**src/rtl/noc_traffic_node_if.sv**
```systemverilog
`default_nettype none
// ============================================================================
// Module      : noc_traffic_if
// Description : Router local-port bundle (send and receive flit channels with
//               per-VC valid/ready) seen by a NoC traffic node.
// Revision    : 1.0
// ============================================================================
`ifndef Noc_Data_Width
`define Noc_Data_Width 32
`endif

interface noc_traffic_if #(
    parameter int VC_NUM = 2
) ();
    logic [VC_NUM-1:0]          receive_valid;
    logic [VC_NUM-1:0]          receive_ready;
    logic [`Noc_Data_Width-1:0] receive_flit;
    logic                       receive_is_header;
    logic                       receive_is_tail;
    logic [VC_NUM-1:0]          sender_valid;
    logic [VC_NUM-1:0]          sender_ready;
    logic [`Noc_Data_Width-1:0] sender_flit;
    logic                       sender_is_header;
    logic                       sender_is_tail;

    modport master (
        input  receive_valid, receive_flit, receive_is_header, receive_is_tail, sender_ready,
        output receive_ready, sender_valid, sender_flit, sender_is_header, sender_is_tail
    );

    modport slave (
        output receive_valid, receive_flit, receive_is_header, receive_is_tail, sender_ready,
        input  receive_ready, sender_valid, sender_flit, sender_is_header, sender_is_tail
    );
endinterface
`default_nettype wire

```
**src/rtl/noc_traffic_node.sv**
```systemverilog
`default_nettype none
// ============================================================================
// Module      : noc_traffic_node
// Description : NoC endpoint traffic generator/checker. Macro
//               NOC_TRAFFIC_BACKPRESSURE_EN enables LFSR receive backpressure.
//               Noc_* sizing macros fall back to local defaults if undefined.
// Revision    : 1.0
// ============================================================================
`ifndef Noc_Data_Width
`define Noc_Data_Width 32
`endif
`ifndef Noc_ID_X_Width
`define Noc_ID_X_Width 4
`endif
`ifndef Noc_ID_Y_Width
`define Noc_ID_Y_Width 4
`endif
`ifndef Noc_Dest_Point
`define Noc_Dest_Point 0
`endif
`ifndef Noc_Source_Point
`define Noc_Source_Point 8
`endif
`ifndef Noc_Point_H
`define Noc_Point_H 16
`endif
`ifndef Noc_Head_Type
`define Noc_Head_Type 8'h48
`endif
`ifndef Noc_Tail_Type
`define Noc_Tail_Type 8'h54
`endif

module noc_traffic_node #(
    parameter int X_ID         = 0,
    parameter int Y_ID         = 0,
    parameter int DEST_X_ID    = 0,
    parameter int DEST_Y_ID    = 0,
    parameter int PKT_BODY_LEN = 11,
    parameter int PKT_NUM      = 11,
    parameter int VC_NUM       = 2,
    parameter int GAP_CYCLES   = 0
) (
    input  wire logic     noc_clk,
    input  wire logic     noc_rst_n,
    input  wire logic     start,
    noc_traffic_if.master noc,
    output logic          send_done,
    output logic [15:0]   receive_num,
    output logic [15:0]   err_num
);
    localparam int c_DW    = `Noc_Data_Width;
    localparam int c_VCW   = (VC_NUM > 1) ? $clog2(VC_NUM) : 1;
    localparam int c_SRC_W = `Noc_ID_X_Width + `Noc_ID_Y_Width;
    localparam logic [c_SRC_W-1:0] c_SRC = {X_ID[`Noc_ID_X_Width-1:0], Y_ID[`Noc_ID_Y_Width-1:0]};
    localparam logic [c_SRC_W-1:0] c_DST = {DEST_X_ID[`Noc_ID_X_Width-1:0], DEST_Y_ID[`Noc_ID_Y_Width-1:0]};

    typedef enum logic [2:0] {
        S_IDLE   = 3'd0,
        S_HEADER = 3'd1,
        S_BODY   = 3'd2,
        S_TAIL   = 3'd3,
        S_GAP    = 3'd4,
        S_DONE   = 3'd5
    } state_t;

    function automatic logic [c_DW-1:0] frame(input logic [7:0] kind);
        logic [c_DW-1:0] f;
        f = '0;
        f[c_DW-1 -: 8] = kind;
        f[`Noc_Point_H-1:`Noc_Source_Point] = c_SRC;
        f[`Noc_Source_Point-1:`Noc_Dest_Point] = c_DST;
        return f;
    endfunction

    function automatic logic [c_DW-1:0] body(input logic [15:0] pkt, input logic [7:0] beat);
        logic [c_DW-1:0] f;
        f = '1;
        f[23:0] = {pkt, beat};
        return f;
    endfunction

    // ---------------------------------------------------------------- sender
    state_t            r_state, w_state;
    logic [15:0]       r_pkt, w_pkt;
    logic [7:0]        r_beat, w_beat, r_gap, w_gap;
    logic [c_VCW-1:0]  r_vc, w_vc, w_vc_inc;
    logic [VC_NUM-1:0] r_valid, w_valid;
    logic [c_DW-1:0]   r_flit, w_flit;
    logic              r_hdr, w_hdr, r_tail, w_tail, r_done, w_done;
    logic              w_xfer, w_last, w_adv, w_fin;

    assign w_xfer   = |(r_valid & noc.sender_ready);
    assign w_last   = (r_pkt == 16'(PKT_NUM - 1));
    assign w_vc_inc = (r_vc == c_VCW'(VC_NUM - 1)) ? '0 : r_vc + c_VCW'(1);

    always_comb begin
        w_state = r_state;
        w_pkt   = r_pkt;
        w_beat  = r_beat;
        w_gap   = r_gap;
        w_vc    = r_vc;
        w_valid = r_valid;
        w_flit  = r_flit;
        w_hdr   = r_hdr;
        w_tail  = r_tail;
        w_done  = r_done;
        w_adv   = 1'b0;
        w_fin   = 1'b0;
        case (r_state)
            S_IDLE, S_DONE: begin
                if (start) begin
                    w_state = S_HEADER;
                    w_pkt   = '0;
                    w_beat  = '0;
                    w_vc    = '0;
                    w_valid = VC_NUM'(1);
                    w_flit  = frame(`Noc_Head_Type);
                    w_hdr   = 1'b1;
                    w_tail  = 1'b0;
                    w_done  = 1'b0;
                end
            end
            S_HEADER: begin
                if (w_xfer) begin
                    w_hdr  = 1'b0;
                    w_beat = '0;
                    if (PKT_BODY_LEN == 0) begin
                        w_state = S_TAIL;
                        w_tail  = 1'b1;
                        w_flit  = frame(`Noc_Tail_Type);
                    end else begin
                        w_state = S_BODY;
                        w_flit  = body(r_pkt, 8'd0);
                    end
                end
            end
            S_BODY: begin
                if (w_xfer) begin
                    if (r_beat == 8'(PKT_BODY_LEN - 1)) begin
                        w_state = S_TAIL;
                        w_tail  = 1'b1;
                        w_flit  = frame(`Noc_Tail_Type);
                    end else begin
                        w_beat = r_beat + 8'd1;
                        w_flit = body(r_pkt, r_beat + 8'd1);
                    end
                end
            end
            S_TAIL: begin
                if (w_xfer) begin
                    w_tail = 1'b0;
                    if (GAP_CYCLES > 0) begin
                        w_state = S_GAP;
                        w_gap   = '0;
                        w_valid = '0;
                    end else begin
                        w_fin = w_last;
                        w_adv = !w_last;
                    end
                end
            end
            S_GAP: begin
                if (r_gap == 8'(GAP_CYCLES - 1)) begin
                    w_fin = w_last;
                    w_adv = !w_last;
                end else begin
                    w_gap = r_gap + 8'd1;
                end
            end
            default: w_state = S_IDLE;
        endcase

        if (w_fin) begin
            w_state = S_DONE;
            w_valid = '0;
            w_done  = 1'b1;
        end
        // Next packet rotates to the following VC and re-raises valid at once.
        if (w_adv) begin
            w_state = S_HEADER;
            w_pkt   = r_pkt + 16'd1;
            w_vc    = w_vc_inc;
            w_valid = VC_NUM'(1) << w_vc_inc;
            w_flit  = frame(`Noc_Head_Type);
            w_hdr   = 1'b1;
            w_tail  = 1'b0;
        end
    end

    always_ff @(posedge noc_clk or negedge noc_rst_n) begin
        if (!noc_rst_n) begin
            r_state <= S_IDLE;
            r_pkt   <= '0;
            r_beat  <= '0;
            r_gap   <= '0;
            r_vc    <= '0;
            r_valid <= '0;
            r_flit  <= '0;
            r_hdr   <= 1'b0;
            r_tail  <= 1'b0;
            r_done  <= 1'b0;
        end else begin
            r_state <= w_state;
            r_pkt   <= w_pkt;
            r_beat  <= w_beat;
            r_gap   <= w_gap;
            r_vc    <= w_vc;
            r_valid <= w_valid;
            r_flit  <= w_flit;
            r_hdr   <= w_hdr;
            r_tail  <= w_tail;
            r_done  <= w_done;
        end
    end

    assign noc.sender_valid     = r_valid;
    assign noc.sender_flit      = r_flit;
    assign noc.sender_is_header = r_hdr;
    assign noc.sender_is_tail   = r_tail;
    assign send_done            = r_done;

    // --------------------------------------------------------------- checker
    logic [VC_NUM-1:0] r_rdy, w_acc, w_good, w_err;
    logic              w_multi, w_err_any;

    assign w_multi   = (noc.receive_valid & (noc.receive_valid - VC_NUM'(1))) != '0;
    assign w_acc     = w_multi ? '0 : (noc.receive_valid & r_rdy);
    assign w_err_any = (|w_err) | w_multi;

    for (genvar v = 0; v < VC_NUM; v++) begin : g_vc
        logic               r_in_pkt, w_in_pkt, w_good_v, w_err_v;
        logic [7:0]         r_cnt, w_cnt;
        logic [c_SRC_W-1:0] r_src, w_src;

        always_comb begin
            w_in_pkt = r_in_pkt;
            w_cnt    = r_cnt;
            w_src    = r_src;
            w_good_v = 1'b0;
            w_err_v  = 1'b0;
            if (w_acc[v]) begin
                if (noc.receive_is_header) begin
                    w_err_v  = r_in_pkt;
                    w_in_pkt = 1'b1;
                    w_cnt    = '0;
                    w_src    = noc.receive_flit[`Noc_Point_H-1:`Noc_Source_Point];
                end else if (!r_in_pkt) begin
                    w_err_v = 1'b1;
                end else if (noc.receive_is_tail) begin
                    w_in_pkt = 1'b0;
                    w_good_v = (r_cnt == 8'(PKT_BODY_LEN));
                    w_err_v  = (r_cnt != 8'(PKT_BODY_LEN));
                end else begin
                    w_cnt   = r_cnt + 8'd1;
                    w_err_v = (noc.receive_flit[7:0] != r_cnt);
                end
            end
        end

        always_ff @(posedge noc_clk or negedge noc_rst_n) begin
            if (!noc_rst_n) begin
                r_in_pkt <= 1'b0;
                r_cnt    <= '0;
                r_src    <= '0;
            end else begin
                r_in_pkt <= w_in_pkt;
                r_cnt    <= w_cnt;
                r_src    <= w_src;
            end
        end

        assign w_good[v] = w_good_v;
        assign w_err[v]  = w_err_v;
    end

    always_ff @(posedge noc_clk or negedge noc_rst_n) begin
        if (!noc_rst_n) begin
            receive_num <= '0;
            err_num     <= '0;
        end else begin
            if ((|w_good) && (receive_num != 16'hFFFF)) receive_num <= receive_num + 16'd1;
            if (w_err_any && (err_num != 16'hFFFF))     err_num     <= err_num + 16'd1;
        end
    end

`ifdef NOC_TRAFFIC_BACKPRESSURE_EN
    localparam logic [7:0] c_SEED = 8'hA5 ^ 8'(c_SRC);
    logic [7:0] r_lfsr, w_lfsr;

    assign w_lfsr = {r_lfsr[6:0], r_lfsr[7] ^ r_lfsr[5] ^ r_lfsr[4] ^ r_lfsr[3]};

    always_ff @(posedge noc_clk or negedge noc_rst_n) begin
        if (!noc_rst_n) begin
            r_lfsr <= c_SEED;
            r_rdy  <= '0;
        end else begin
            r_lfsr <= w_lfsr;
            r_rdy  <= w_lfsr[VC_NUM-1:0];
        end
    end
`else
    always_ff @(posedge noc_clk or negedge noc_rst_n) begin
        if (!noc_rst_n) r_rdy <= '0;
        else            r_rdy <= '1;
    end
`endif

    assign noc.receive_ready = r_rdy;
endmodule
`default_nettype wire

```
**src/flat_wrapper.sv**
```systemverilog
// flat-port wrapper written by rule: the top's interface ports become plain ports
module noc_traffic_node_flat 
#(
    parameter int X_ID         = 0,
    parameter int Y_ID         = 0,
    parameter int DEST_X_ID    = 0,
    parameter int DEST_Y_ID    = 0,
    parameter int PKT_BODY_LEN = 11,
    parameter int PKT_NUM      = 11,
    parameter int VC_NUM       = 2,
    parameter int GAP_CYCLES   = 0
)
  (noc_clk, noc_rst_n, start, send_done, receive_num, err_num, noc_receive_valid, noc_receive_flit, noc_receive_is_header, noc_receive_is_tail, noc_sender_ready, noc_receive_ready, noc_sender_valid, noc_sender_flit, noc_sender_is_header, noc_sender_is_tail);
  noc_traffic_if #(.VC_NUM(VC_NUM)) noc_i ();
  input  wire logic noc_clk;
  input  wire logic noc_rst_n;
  input  wire logic start;
  output logic send_done;
  output logic [15:0] receive_num;
  output logic [15:0] err_num;
  input wire logic [$bits(noc_i.receive_valid)-1:0] noc_receive_valid;
  input wire logic [$bits(noc_i.receive_flit)-1:0] noc_receive_flit;
  input wire logic [$bits(noc_i.receive_is_header)-1:0] noc_receive_is_header;
  input wire logic [$bits(noc_i.receive_is_tail)-1:0] noc_receive_is_tail;
  input wire logic [$bits(noc_i.sender_ready)-1:0] noc_sender_ready;
  output wire logic [$bits(noc_i.receive_ready)-1:0] noc_receive_ready;
  output wire logic [$bits(noc_i.sender_valid)-1:0] noc_sender_valid;
  output wire logic [$bits(noc_i.sender_flit)-1:0] noc_sender_flit;
  output wire logic [$bits(noc_i.sender_is_header)-1:0] noc_sender_is_header;
  output wire logic [$bits(noc_i.sender_is_tail)-1:0] noc_sender_is_tail;
  assign noc_i.receive_valid = noc_receive_valid;
  assign noc_i.receive_flit = noc_receive_flit;
  assign noc_i.receive_is_header = noc_receive_is_header;
  assign noc_i.receive_is_tail = noc_receive_is_tail;
  assign noc_i.sender_ready = noc_sender_ready;
  assign noc_receive_ready = noc_i.receive_ready;
  assign noc_sender_valid = noc_i.sender_valid;
  assign noc_sender_flit = noc_i.sender_flit;
  assign noc_sender_is_header = noc_i.sender_is_header;
  assign noc_sender_is_tail = noc_i.sender_is_tail;
  noc_traffic_node #(.X_ID(X_ID), .Y_ID(Y_ID), .DEST_X_ID(DEST_X_ID), .DEST_Y_ID(DEST_Y_ID), .PKT_BODY_LEN(PKT_BODY_LEN), .PKT_NUM(PKT_NUM), .VC_NUM(VC_NUM), .GAP_CYCLES(GAP_CYCLES)) u_core (.noc_clk(noc_clk), .noc_rst_n(noc_rst_n), .start(start), .noc(noc_i), .send_done(send_done), .receive_num(receive_num), .err_num(err_num));
endmodule
```
**config.mk**
```make
export PLATFORM = sky130hd
export DESIGN_NAME = noc_traffic_node_flat
export DESIGN_NICKNAME = d
export VERILOG_FILES = /design/src/rtl/noc_traffic_node_if.sv /design/src/rtl/noc_traffic_node.sv /design/src/flat_wrapper.sv
export SDC_FILE = /design/constraint.sdc
export NUM_CORES = 1
export LEC_CHECK = 0
export ABC_CLOCK_PERIOD_IN_PS = 4100
export BUFFER_PORTS_ARGS = -buffer_cell sky130_fd_sc_hd__buf_4
export CORE_ASPECT_RATIO = 1.5
export CORE_MARGIN = 5
export CORE_UTILIZATION = 35
export CTS_BUF_LIST = sky130_fd_sc_hd__clkbuf_4
export CTS_CLUSTER_DIAMETER = 30
export CTS_CLUSTER_SIZE = 14
export DETAILED_ROUTE_END_ITERATION = 6
export PLACE_DENSITY = 0.62
export SYNTH_ARGS = -nofsm -noshare
export SYNTH_HDL_FRONTEND = slang
export SYNTH_SLANG_ARGS = --single-unit
```
**constraint.sdc**
```tcl
create_clock -name noc_clk -period 4.1 [get_ports noc_clk]
set_clock_uncertainty 0.2 [all_clocks]
set_input_delay 0.205 -clock noc_clk [delete_from_list [all_inputs] [get_ports noc_clk]]
set_output_delay 0.205 -clock noc_clk [all_outputs]
set_load 0.02 [all_outputs]
```
Word-level counts from Yosys, hierarchy flattened
Cells that the tools add are included.
{"block": "op_classes", "n_addsub": 9, "n_eq_ne": 31, "shifts": 1, "n_mux": 72, "bitwise": 5, "n_reduce_logical": 33}
{"cell": "32-bit two-way mux", "count": 5}
{"cell": "32-bit one-hot mux with 3 select lines", "count": 1}
{"cell": "8-bit two-way mux", "count": 10}
{"cell": "16-bit by 1-bit adder with 16-bit output (second input constant)", "count": 3}
{"cell": "16-bit two-way mux", "count": 3}
{"cell": "1-bit two-way mux", "count": 36}
{"cell": "8-bit by 1-bit adder with 8-bit output (second input constant)", "count": 4}
{"cell": "16-bit != test (second input constant)", "count": 2}
{"cell": "8-bit by 4-bit == test with 1-bit output (second input constant)", "count": 3}
{"cell": "8-bit one-hot mux with 3 select lines", "count": 1}
{"cell": "3-bit two-way mux", "count": 6}
{"cell": "16-bit by 4-bit == test with 1-bit output (second input constant)", "count": 1}
{"cell": "8-bit by 4-bit != test with 1-bit output (second input constant)", "count": 2}
{"cell": "8-bit != test", "count": 2}
{"cell": "3-bit by 1-bit != test with 1-bit output (second input constant)", "count": 5}
{"cell": "5-bit AND reduction", "count": 3}
{"cell": "2-bit nonzero test", "count": 7}
{"cell": "4-bit by 1-bit != test with 1-bit output (second input constant)", "count": 3}
{"cell": "3-bit one-hot mux with 4 select lines", "count": 1}
{"cell": "3-bit nonzero test", "count": 4}
{"cell": "2-bit two-way mux", "count": 5}
{"cell": "2-bit OR reduction", "count": 5}
{"cell": "3-bit AND reduction", "count": 3}
{"cell": "8-bit == test (second input constant)", "count": 1}
{"cell": "other kinds (21)", "count": 35}
{"block": "word_totals", "reg_bits": 124, "in_bits": 41, "output_inout_bits": 71, "wordCells": 168}

Logic depth before layout (Yosys ltp)
{"block": "depth", "depth_word": 8, "ltp_mapped": 10, "mapped_depth_nobuf": 9}

Worst setup path after synthesis
No wires, ideal clock.
{"block": "synth_timing", "path_kind": "register to register", "from": "register u_core.err_num[3]", "to": "register u_core.err_num[4]", "setup_ps": 139, "arrival_time_ps": 1942, "t_required_ps": 3761, "setup_slack_ps": 1818, "path_stages_with_launch": 8, "n_path_buf": 1, "path_cell_list": "dfrtp_1 -> and3_1 -> and3_1 -> nand4_1 -> nor3_1 -> buf_2 -> nor4b_1 -> xor2_1"}
{"block": "synth_via", "elab_chain_cells": 2, "elab_cells_between_ends": 3, "classes_between": "add/sub: 1; eq/ne: 1; reduce/logical: 1"}
{"element": "from (decl)", "line_no": "noc_traffic_node.sv:50", "source": "output logic [15:0] err_num"}
{"element": "from (signal assigned)", "line_no": "noc_traffic_node.sv:283", "source": "if (w_err_any && (err_num != 16'hFFFF)) err_num <= err_num + 16'd1;"}
{"element": "parallel branches: the longest is 2 deep, another holds 16-bit by 1-bit adder with 16-bit output"}
Several ways; the timed one is not identified.
A chain may end at the register's enable or synchronous reset.

Worst setup path after layout
{"block": "layout_timing", "from": "register u_core.g_vc[1].r_cnt[4]", "to": "register u_core.err_num[14]"}
{"block": "layout_via", "elab_chain_cells": 8, "elab_cells_between_ends": 9, "classes_between": "eq/ne: 2; mux: 4; bitwise: 1; reduce/logical: 2"}
{"element": "from (decl)", "line_no": "noc_traffic_node.sv:233", "source": "logic [7:0] r_cnt, w_cnt;"}
{"element": "from (signal assigned)", "line_no": "noc_traffic_node.sv:268", "source": "r_cnt <= w_cnt;"}
{"element": "8-bit != test or 8-bit by 4-bit != test with 1-bit output (tied branches)", "line_no": "noc_traffic_node.sv:256, noc_traffic_node.sv:253"}
{"element": "1-bit two-way mux *", "line_no": "noc_traffic_node.sv:250", "source": "end else if (noc.receive_is_tail) begin"}
{"element": "1-bit two-way mux *", "line_no": "noc_traffic_node.sv:248", "source": "end else if (!r_in_pkt) begin"}
{"element": "1-bit two-way mux *", "line_no": "noc_traffic_node.sv:243", "source": "if (noc.receive_is_header) begin"}
{"element": "1-bit two-way mux *", "line_no": "noc_traffic_node.sv:242", "source": "if (w_acc[v]) begin"}
{"element": "2-bit OR reduction *", "line_no": "noc_traffic_node.sv:229", "source": "assign w_err_any = (|w_err) | w_multi;"}
{"element": "1-bit OR *", "line_no": "noc_traffic_node.sv:229"}
{"element": "1-bit logical AND *", "line_no": "noc_traffic_node.sv:283"}
Mark *: on every way between the ends. The rest lies on a longest branch, timed or not.

==> metrics.md <==
| Metric | Value |
|---|---|
| Outcome | finished clean |
| Setup-failing EPs final | 0 |
| Actual slew at the worst max-slew pin | 0.878 ns |
| Netlist cell types | 66 |
| Final WS setup | 1.28 ns |
| 1st-pass router iterations | 4 |
| Yosys warns | 0 |
| Clk sinks | 120 |
| Post-route cell area | 7360 um2 |
| Resized Gates After CTS | 0 |
| CTS tree | yes |
| Area Growth Syn to Fin | 19.5% |
| Die area | 20400 um2 |
| # rows | 59 |
| DRT Wirelength | 14300 um |
| DR iter-0 viols | 316 |
| Tcrit/Tclk final | 0.687 |
| Post-Syn Area per Cell | 9.95 um2 |
| Initial antenna violation count | 1 |
| Post-synth EDFFs | 0 |
| Clk root buf | clkbuf_4 |
| Crit start category | flop |
| Post-place setup slack | 1.30 ns |
| Dpl hpwl | 10200 um |
| Core region area | 17300 um2 |
| Fin cells | 936 |
| Die Ht | 172 um |
| Async S/R FF share, synth | 1.00 |
| Seq/Total Area, Yosys | 0.488 |
| Largest net degree at the start of global routing | 50 |
| Final period demand of the worst path | 2.82 ns |
| Chip Width | 118 um |
| Drt wl/cell | 15.2 um |
| CTS clk-pin slew, worst paths | 0.13 ns |
| Post-layout util | 0.424 |
| Htree depth | 4 |
| Syn_nets | 669 |
| PortBufs | 87 |
| Clk_lat worst skew | 0.53 ns |
| RSZ-0062 raised after global routing | false |
| Post-synth top area share | 0.488 |
| PD cells | 458 nW/um2 |
| Power, Total | 3.37 mW |
| DR vias/cell | 5.27 |
| First-pass GRT wire length | 24300 um |
| Ranking of synthesized cells by area | dfrtp_1 (49%), xor2_1 (4.0%), xnor2_1 (3.8%) |
| Antenna Nets Post-Route | 0 |
| CP Data Arrival Time | 3.03 ns |
| Fillers | 1683 |
| Final hold viol count | 0 |
| Post-route setup TNS | 0 ns |
| CP endpoint kind | flop |
| Gr usage total | 0.144 |
| Top FF cell, synth | dfrtp_1 |
| CP Data Required Time | 4.31 ns |
| Max-cap viol count | 0 |
| Final layout net count | 758 |
| Min-Delay Path Class | primary input to flop |
| DRC | 0 |
| CTS Buf Count | 17 |
| Crit path kind | flop to flop |
| Initial Utilization | 0.355 |
| Total gr overflow | 0 |
| Crit path max fanout | 15 |
| Worst IR Drop VDD | 0.000317 V |
| Post-CTS Setup Bufs | 0 |
| Post-synth top area cell | dfrtp_1 |
| # hold bufs at CTS | 11 |
| Pleak | 3.52 nW |
| Gpl congestion | 0.868 |
| FF+latch count, synth | 120 |
| I/O Pins | 112 |
| Max-slew violations | 0 |
| Synth Instances | 619 |
| Placed Instances | 891 |
| Relative slew slack | 0.415 |
| Post-synth design cell area | 6160 um2 |
| Count leader, synth | dfrtp_1 |
| Area after DPL | 6950 um2 |
| Via count | 4937 |
| Fmax | 0.355 GHz |
| Share of cells above drive strength 1 | 0.204 |
| Hold Slack | 0.259 ns |
| Commonest cells post-synth | dfrtp_1 (120), nand2_1 (51), nor2_1 (43), nand3_1 (41), o21ai_0 (36) |
| Maximum buffer depth of the clock tree | 2 |
| Number of global-route vias before repair | 4955 |
path summary, 6_finish.rpt:
| check | depth (start not counted) | slack [ns] | endpoint | start |
|---|---|---|---|---|
| setup / recovery | 6 | 1.28 | u_core.err_num[14]$_DFFE_PN0P_ | u_core.g_vc[1].r_cnt[4]$_DFFE_PN0P_ |
| hold / removal | 5 | 0.26 | u_core.r_state[0]$_DFFE_PN0P_ | noc_sender_ready[0] |
| setup reg to reg | 6 | 1.28 | u_core.err_num[14]$_DFFE_PN0P_ | u_core.g_vc[1].r_cnt[4]$_DFFE_PN0P_ |
| hold reg to reg | 1 | 0.28 | u_core.r_gap[7]$_DFFE_PN0P_ | u_core.r_gap[7]$_DFFE_PN0P_ |
| max in group asynchronous | 4 | 2.50 | u_core.err_num[2]$_DFFE_PN0P_ | noc_rst_n |
| min in group asynchronous | 4 | 0.58 | u_core.r_pkt[6]$_DFFE_PN0P_ | noc_rst_n |
report_power, final:
part / leakage (nW) / internal (mW) / switching, mW
registers: 1.61 / 1.32 / 0.200
logic: 1.75 / 0.399 / 0.610
clock network: 0.154 / 0.326 / 0.522
state kept, by name, indices dropped and copies added (netlist names), 2 cells and up:
signal,count
u_core.g_vc.r_in_pkt,2
u_core.noc.sender_flit,28
u_core.receive_num,16
u_core.r_pkt,16
u_core.r_beat,8
u_core.g_vc.r_cnt,16
u_core.err_num,16
u_core.r_gap,8
u_core.noc.sender_valid,2
u_core.r_state,3
layout by cell type, fill, tap and decap left out, drive strengths merged, types with 4 or more instances in the layout:
cell type and n:
nand4 11, ha 9, nand2 51, nor3 20, a21o 20, dfrtp 120
inv 29, clkinv 4, a22o 18, mux2i 4, nand3 41, dlygate4sd3 10
and3 14, mux2 6, a21oi 11, nand2b 21, and2 4, nor4b 7
nor2b 5, xnor2 27, nor2 44, xor2 28, o21ai 41, buf 94
clkbuf 17, o22ai 6, a31oi 4, nor4 13
critical path, cell delays in order (launching register included):
cell	delay (ns)
dfrtp_1	0.51
a22o_1	0.26
nor4_2	0.29
o311ai_2	0.17
a32oi_2	0.76
nor3_1	0.16
mux2_1	0.35
metal layers:
layer,wire [um],part of all wire,vias to the layer above,track usage
li1,-,-,2374,-
met1,6040,0.42,2440,0.170
met2,7410,0.52,106,0.252
met3,601,0.042,17,0.0393
met4,205,0.014,0,0.0529
met5,0,0,-,0
cells by family (layout without fill, tap and decap cells):
logic type                 Yosys count  count (layout)  share of synthesized area
AOI/OAI and AO/OA                  122             122                      0.138
buffers and inverters               54             156                     0.0402
adders and majority gates            9               9                     0.0183
other                                1               3                   0.000609
muxes                               10              10                     0.0175
xor gates and xnor gates            55              55                     0.0782
DFF                                120             120                      0.488
and+or+nand+nor                    248             248                      0.220
cell type report:
cell class	count	area (um2)	area share
antenna	2	5.00	0.000680
inverter	20	75.1	0.0102
tap	213	267	0.0362
timing repair buffer	104	818	0.111
sequential	120	3000	0.408
clock inverter	15	158	0.0214
multi-input combinational	445	2910	0.395
clock buffer	17	128	0.0173
Power figures use the tool's default switching activity.
